===== config.mk =====
export PLATFORM = sky130hd
export DESIGN_NAME = popcount_unit
export DESIGN_NICKNAME = d
export VERILOG_FILES = /design/src/rtl/onehot_checker_popcount_unit.sv
export SDC_FILE = /design/constraint.sdc
export NUM_CORES = 1
export LEC_CHECK = 0
export ABC_AREA = 0
export BUFFER_PORTS_ARGS = -buffer_cell sky130_fd_sc_hd__buf_2
export CAP_MARGIN = 20
export CELL_PAD_IN_SITES_DETAIL_PLACEMENT = 0
export CELL_PAD_IN_SITES_GLOBAL_PLACEMENT = 1
export CORE_AREA = 2 2 39 41
export DETAILED_ROUTE_END_ITERATION = 10
export DIE_AREA = 0 0 41 43
export PLACE_DENSITY = 0.43
export SLEW_MARGIN = 20
export SYNTH_ARGS = -nofsm -noshare
export SYNTH_HDL_FRONTEND = slang
export SYNTH_SLANG_ARGS = --single-unit

===== constraint.sdc =====
create_clock -name vclk -period 1.44
set_input_delay 0.072 -clock vclk [all_inputs]
set_output_delay 0.072 -clock vclk [all_outputs]
set_load 0.01 [all_outputs]

===== src/rtl/onehot_checker_popcount_unit.sv =====
// Combinational popcount of a vector plus a flag for X/Z bits in it.
// Latency: 0 cycles (pure combinational).
// Backpressure: none.
//
// Ports:
//   i_vec    [WIDTH]            vector to count
//   o_popcnt [$clog2(WIDTH+1)]  number of bits that are exactly 1 (X/Z excluded)
//   o_xz     [1]                any bit of i_vec is X or Z (always 0 in synthesis)
module popcount_unit #(
    parameter int WIDTH = 5
) (
    input  logic [WIDTH-1:0]           i_vec,
    output logic [$clog2(WIDTH+1)-1:0] o_popcnt,
    output logic                       o_xz
);

    localparam int PCW = $clog2(WIDTH+1);

    logic [PCW-1:0] w_cnt;

    always_comb begin
        w_cnt = '0;
        for (int i = 0; i < WIDTH; i++) begin
`ifndef SYNTHESIS
            // Case equality so X/Z bits never contribute to the count
            if (i_vec[i] === 1'b1) begin
                w_cnt = w_cnt + PCW'(1);
            end
`else
            if (i_vec[i]) begin
                w_cnt = w_cnt + PCW'(1);
            end
`endif
        end
    end

    assign o_popcnt = w_cnt;

`ifndef SYNTHESIS
    assign o_xz = $isunknown(i_vec);
`else
    assign o_xz = 1'b0;
`endif

endmodule


==> results.cfg, run 1 <==
[route]
routed_wl_um = 393
first_pass_iters = 2
ant_nets = 0
wl_per_cell_um = 7.71
initialDrtViolationCount = 1
drc = 0
vias_per_cell = 3.53
num_vias = 180

[power]
peakVddDrop_uv = 102
p_per_area_nw_per_um2 = 527
p_leak_nw = 0.163

[floorplan]
dieArea_um2 = 1760
die_h_um = 43
core_area_um2 = 1380
rows = 14
start_util = 0.118
die_w_um = 41
io_pins = 9

[worst_setup_path]
arrival_ns = 1.70
start_kind = input port
path_class = in2out
crit_required_ns = 1.37
cp_max_fo = 2
crit_start = i_vec[1]
end_kind = output port

[min_path]
hold-path-cell-count = 3
hp-start = i_vec[4]
min_to = o_popcnt[0]
hold_path.class = in2out

[yosys]
ys_warn_count = 0
synthTopCellsByArea = ha_1 (31%), xor2_1 (22%), mux2_2 (6.9%)
synth_nets = 31
synth_area_per_cell_um2 = 7.39
syn_area_um2 = 163
synth_top_area_share = 0.308
yosys.area.top_type = ha_1
ys_seq_area_frac = 0
syn-instance-count = 22
yosysUniqueCellTypes = 12

[finish]
final_common_cell = buf_4
syn2layout_area_growth_pct = 124
stdcell_count = 51
final_cell_mix = buf_4 (6), buf_2 (5)
nets = 46
drive_above_1_share = 0.771
n_antenna_cell = 0
stdcell_area_um2 = 364
nClkBuffers = 0
seq_cell_count = 0
ff_latch_area_um2 = 0

[outcome]
violations = negative setup slack
outcome = complete, but fails checks

[global_routing]
grt_pass1_wl_um = 565
overflow = 0
grt_usage = 0.0440
grt_antenna_before_repair = 0
grt_max_degree = 5
first_global_vias = 163

[sta]
rsz0062_at_grt = true
max_freq_mhz = 565
slew_viol_final = 0
min_period_over_period = 1.23
hold_viol_final = 0
fin_ws_ns = -0.331
period_minus_slack_ns = 1.77
setup_violations = 2

[place]
port_buffers = 8
placed_area_um2 = 285
place_hpwl_um = 351
dpl.cell_count = 49
gp_congestion = 0.520

[job]
maxCapViolCount = 0

[clock_network]
ctsHoldBuffers = 0
worst max-delay path, cell delays in order:
cell	delay, ns
buf_12	0.09
inv_12	0.03
ha_4	0.26
xor2_2	0.15
ha_1	0.26
nand2_2	0.08
o31ai_4	0.07
ha_2	0.19
nand2_2	0.06
xor2_1	0.17
xnor2_1	0.13
buf_2	0.14
power by group:
group | total (mW) | internal, mW | switching [mW]
Combinational | 0.192 | 0.110 | 0.0816
Sequential | 0 | 0 | 0
Clock | 0 | 0 | 0
Total | 0.192 | 0.110 | 0.0816
cell usage after synthesis:
cell     n
and2_2   1
buf_4    1
conb_1   1
ha_1     4
inv_1    2
mux2_2   1
nand2_1  3
nand3_1  1
nor2_1   2
o31ai_1  1
xnor2_1  1
xor2_1   4
cell families (layout without fill, tap and decap cells):
group	Yosys count	in the layout	synth area share
compound gates	1	1	0.0462
fa+ha+maj	4	4	0.308
buf+inv	3	16	0.0923
simple gates	7	7	0.192
mux	1	1	0.0692
other cells	1	1	0.0231
xor+xnor	5	5	0.269
metal layers:
| metal | vias up | share of wire | GRT usage |
|---|---|---|---|
| met5 | - | 0 | 0 |
| met4 | 0 | 0 | 0 |
| met3 | 0 | 0.13 | 0.0105 |
| met2 | 9 | 0.53 | 0.0813 |
| met1 | 78 | 0.34 | 0.0510 |
| li1 | 93 | - | - |
metrics by stage:
step | total power [mW] | setup TNS [ns] | worst slack [ns] | hold slack, ns | util
floorplan | 0.0836 | -0.235 | -0.136 | 0.224 | -
global placement | 0.142 | -0.962 | -0.446 | 0.444 | 0.206
detailed placement | 0.145 | -1.03 | -0.468 | 0.455 | 0.206
CTS | 0.173 | -0.708 | -0.353 | 0.463 | 0.234
global route | 0.209 | -0.776 | -0.409 | 0.488 | 0.263
finish | 0.192 | -0.629 | -0.331 | 0.468 | 0.263
layout make-up:
class                      instances  area, um2
fill                             151       1020
multi-input combinational         19        205
timing repair buffer              14        116
inverter                           2       22.5
tap                               16       20.0
worst max path at each step:
| stage | end | slack (ns) |
|---|---|---|
| 3_5_place_dp | o_popcnt[2] | -0.47 |
| 6_report | o_popcnt[2] | -0.33 |
| 4_1_cts | o_popcnt[2] | -0.35 |
| 5_1_grt | o_popcnt[2] | -0.41 |
| 2_1_floorplan | o_popcnt[2] | -0.14 |
| 3_3_place_gp | o_popcnt[1] | -0.45 |
repair_timing:
action | 4_1_cts | 5_1_grt
buffers inserted | 0 | 2
endpoints found under the hold margin | 0 | 0
gates resized for setup | 9 | 6
pin swaps | 8 | 1
endpoints found under the setup margin | 3 | 3
Note: power is estimated with default switching activity, not from simulation.
==> run 2, diff against run 1 <==
Settings changed: PLACE_DENSITY 0.43 to unset, PLACE_DENSITY_LB_ADDON set to 0.1.
Clock period 1.44 ns to 1.6 ns, I/O delays scaled along.
==> run 2 against run 1 <==
The flow still finishes with violations (negative setup slack). Highest routed layer unchanged. Power is 11% lower. Routed wire length decreased by 4.1%. Die area unchanged. Worst hold slack improved by 0.028 ns. Critical path depth stayed put. Cell count did not move. Global-route usage rose by 0.40 points. Critical endpoint unchanged.
==> results.cfg, run 2 (synthesis results as in run 1) <==
[worst_setup_path]
critPathMaxStageDelay_ns = 0.30
cp_slowest_cell = ha_1
cp_top_family = adder cells
path_class = in2out
cp_max_fo = 2
crit_start = i_vec[0]
start_kind = input port
crit_required_ns = 1.52
path_cells = buf_8 -> inv_4 -> ha_4 -> xor2_2 -> ha_1 -> nand2_2 -> o31ai_4 -> ha_4 -> nand2_4 -> xor2_2 -> xnor2_1 -> buf_2
arrival_ns = 1.66
path_buf_inv = 3
end_kind = output port

[sta]
hold_viol_final = 0
rsz0062_at_grt = true
fin_ws_ns = -0.145
setup_violations = 2
min_period_over_period = 1.09
period_minus_slack_ns = 1.74
setup_tns_ns = -0.267
slew_viol_final = 0
max_freq_mhz = 573

[power]
peakVddDrop_uv = 111
p_leak_nw = 0.163
seq_power_share = 0
clockPowerShare = 0
internal-power_uw = 95.7
p_sw_uw = 74.3
p_per_area_nw_per_um2 = 472
swShare = 0.437
p_comb_frac = 1.000

[floorplan]
die_w_um = 41
io_pins = 9
dieArea_um2 = 1760
core_area_um2 = 1380
rows = 14
die_h_um = 43
start_util = 0.118

[global_routing]
first_global_vias = 178
met1_usage = 0.0669
grt_antenna_before_repair = 0
use_met2 = 0.0844
grt_usage = 0.0480
top_usage_layer = met2
grt_pass1_wl_um = 648
grt_max_degree = 5
overflow = 0
grt_util_met3 = 0

[finish]
stdcell_count = 51
nClkBuffers = 0
final_cell_mix = buf_4 (6), buf_2 (5)
seq_cell_count = 0
multiInputGateArea_um2 = 216
nets = 46
n_antenna_cell = 0
ff_latch_area_um2 = 0
final_common_cell = buf_4
fillers = 153
drive_above_1_share = 0.771
syn2layout_area_growth_pct = 122

[min_path]
hp-start = i_vec[4]
hold_path.class = in2out

[route]
vias_per_cell = 3.61
wl_per_cell_um = 7.39
first_pass_iters = 1
num_vias = 184
ant_nets = 0
drc = 0
routed_wl_um = 377
initialDrtViolationCount = 0

[place]
port_buffers = 8
gp_congestion = 0.580
place_hpwl_um = 340
dpl.cell_count = 50

[clock_network]
ctsHoldBuffers = 0

[outcome]
violations = negative setup slack
outcome = complete, but fails checks

[job]
maxCapViolCount = 0
run 2: changes by cell type in the layout (fill, tap and decap cells not counted):
cell / previous run / this run
buf_8: 1 / 2
inv_12: 1 / 0
mux2_4: 1 / 0
ha_2: 2 / 1
nand2_4: 0 / 1
ha_4: 1 / 2
buf_12: 1 / 0
mux2_2: 0 / 1
inv_4: 1 / 2
nand2_2: 2 / 1
run 2: final cells by class:
type                       count  share of cell area
tap                           16              0.0556
multi-input combinational     19               0.601
inverter                       2              0.0347
timing repair buffer          14               0.309
run 2: final timing paths:
check                endpoint  slack [ns]  depth (start not counted)
setup / recovery  o_popcnt[2]       -0.14                         12
hold / removal    o_popcnt[0]        0.50                          3
run 2: what timing repair did:
action	in CTS	in global routing
endpoints found under the setup margin	2	2
gates resized for setup	9	5
pin swaps	8	5
buffers inserted	0	1
run 2: power groups by stage:
stage               registers, mW  logic (mW)  clock network [mW]
finish                          0       0.170                   0
global route                    0       0.192                   0
CTS                             0       0.152                   0
detailed placement              0       0.128                   0
global placement                0       0.126                   0
floorplan                       0      0.0740                   0
run 2: through the flow:
step / utilization / power [mW] / hold slack (ns) / cell area, um2 / worst slack [ns]
6_report: 0.260 / 0.170 / 0.496 / 360 / -0.145
3_3_place_gp: 0.204 / 0.126 / 0.456 / 283 / -0.269
3_5_place_dp: 0.204 / 0.128 / 0.469 / 283 / -0.266
5_1_grt: 0.260 / 0.192 / 0.515 / 360 / -0.239
2_1_floorplan: - / 0.0740 / 0.240 / 193 / 0.00308
4_1_cts: 0.235 / 0.152 / 0.469 / 325 / -0.202
run 2: layer usage:
| layer | vias up | routed length, um |
|---|---|---|
| met5 | - | 0 |
| met4 | 0 | 0 |
| met3 | 0 | 28 |
| met2 | 5 | 220 |
| met1 | 86 | 128 |
| li1 | 93 | - |
==> run 3, diff against run 2 <==
==> constraint.sdc (replaced) <==
create_clock -name vclk -period 1.6
set_input_delay 0.08 -clock vclk [all_inputs]
set_output_delay 0.08 -clock vclk [all_outputs]
set_load 0.02 [all_outputs]
==> run 3 against run 2 <==
The run still ends with negative setup slack left. Routed wire length is 9.3% higher. Fmax is 1.8% lower. Count of clock-buffer cells in the layout stayed put. Non-clock buffer count stayed put. Critical path depth stayed put. Via count is 1.1% higher. Power is 40% higher. Worst setup slack worse by 0.033 ns.
==> results.cfg, run 3 (synthesis results as in run 1) <==
[min_path]
min_to = o_popcnt[0]
hold-path-cell-count = 3
hp-start = i_vec[4]
hold_path.class = in2out

[route]
first_pass_iters = 1
wl_per_cell_um = 8.08
drc = 0
routed_wl_um = 412
initialDrtViolationCount = 0
vias_per_cell = 3.65
num_vias = 186
ant_nets = 0

[place]
port_buffers = 8
place_hpwl_um = 379
placed_area_um2 = 303
gp_congestion = 0.622
dpl.cell_count = 49

[global_routing]
overflow = 0
grt_max_degree = 5
first_global_vias = 172
grt_pass1_wl_um = 696
grt_antenna_before_repair = 0
grt_usage = 0.0551

[job]
maxCapViolCount = 0

[floorplan]
core_area_um2 = 1380
dieArea_um2 = 1760
start_util = 0.118
die_w_um = 41
die_h_um = 43
rows = 14
io_pins = 9

[finish]
final_cell_mix = buf_4 (8), ha_4 (3), buf_2 (3)
final_common_cell = buf_4
stdcell_count = 51
multiInputGateArea_um2 = 264
seq_cell_count = 0
stdcell_area_um2 = 422
nClkBuffers = 0
fin_util = 0.305
ff_latch_area_um2 = 0
syn2layout_area_growth_pct = 159
n_antenna_cell = 0
fillers = 156
drive_above_1_share = 0.857
nets = 46

[sta]
rsz0062_at_grt = true
slew_viol_final = 0
setup_violations = 3
hold_viol_final = 0
fin_hold_ws_ns = 0.528
min_period_over_period = 1.11
period_minus_slack_ns = 1.78
max_freq_mhz = 563
fin_ws_ns = -0.177

[worst_setup_path]
crit_start = i_vec[1]
start_kind = input port
path_class = in2out
crit_required_ns = 1.52
arrival_ns = 1.70
end_kind = output port
cp_max_fo = 2

[power]
total_power_uw = 238
p_leak_nw = 0.188
peakVddDrop_uv = 135
p_per_area_nw_per_um2 = 564

[outcome]
outcome = complete, but fails checks
violations = negative setup slack
run 3: cell counts in the layout (fill, tap and decap cells not counted):
No cell type changed its count.
run 3: report_power, final:
group / total, mW / switching (mW) / internal, mW
combinational: 0.238 / 0.107 / 0.130
clock: 0 / 0 / 0
sequential: 0 / 0 / 0
total: 0.238 / 0.107 / 0.130
run 3: timing repair:
item,in CTS,in global routing
pin swaps,6,5
resized for setup,9,11
hold buffers,0,0
setup buffers,1,1
gates cloned,0,0
setup endpoints to repair,3,3
run 3: per-stage QoR:
stage | setup TNS [ns] | setup slack (ns)
finish | -0.333 | -0.177
global route | -0.605 | -0.266
CTS | -0.498 | -0.276
detailed placement | -0.734 | -0.376
global placement | -0.682 | -0.363
floorplan | -0.0373 | -0.0373
run 3: how the worst max path moves through the flow:
stage | end | slack (ns) | cells past startpoint
after floorplan | o_popcnt[2] | -0.04 | 10
after global placement | o_popcnt[2] | -0.36 | 12
after detailed placement | o_popcnt[2] | -0.38 | 12
after CTS | o_popcnt[2] | -0.28 | 12
after global routing | o_popcnt[2] | -0.27 | 12
final | o_popcnt[2] | -0.18 | 12
run 3: critical path, stage by stage:
cell	delay [ns]
buf_12	0.09
inv_12	0.03
ha_4	0.27
xor2_4	0.19
ha_4	0.23
nand2_4	0.06
o31ai_4	0.07
ha_4	0.17
nand2_4	0.05
xor2_2	0.17
xnor2_2	0.12
buf_4	0.15
run 3: area by class of cell:
type,count,share of cell area
repair buffers,14,0.279
well taps,16,0.0475
inverters,2,0.0475
multi-input cells,19,0.626
run 3: metal layers:
layer | global-route usage | up-vias | share of wire
met5 | 0 | - | 0
met4 | 0 | 0 | 0
met3 | 0 | 0 | 0.036
met2 | 0.106 | 4 | 0.63
met1 | 0.0669 | 90 | 0.33
li1 | - | 92 | -
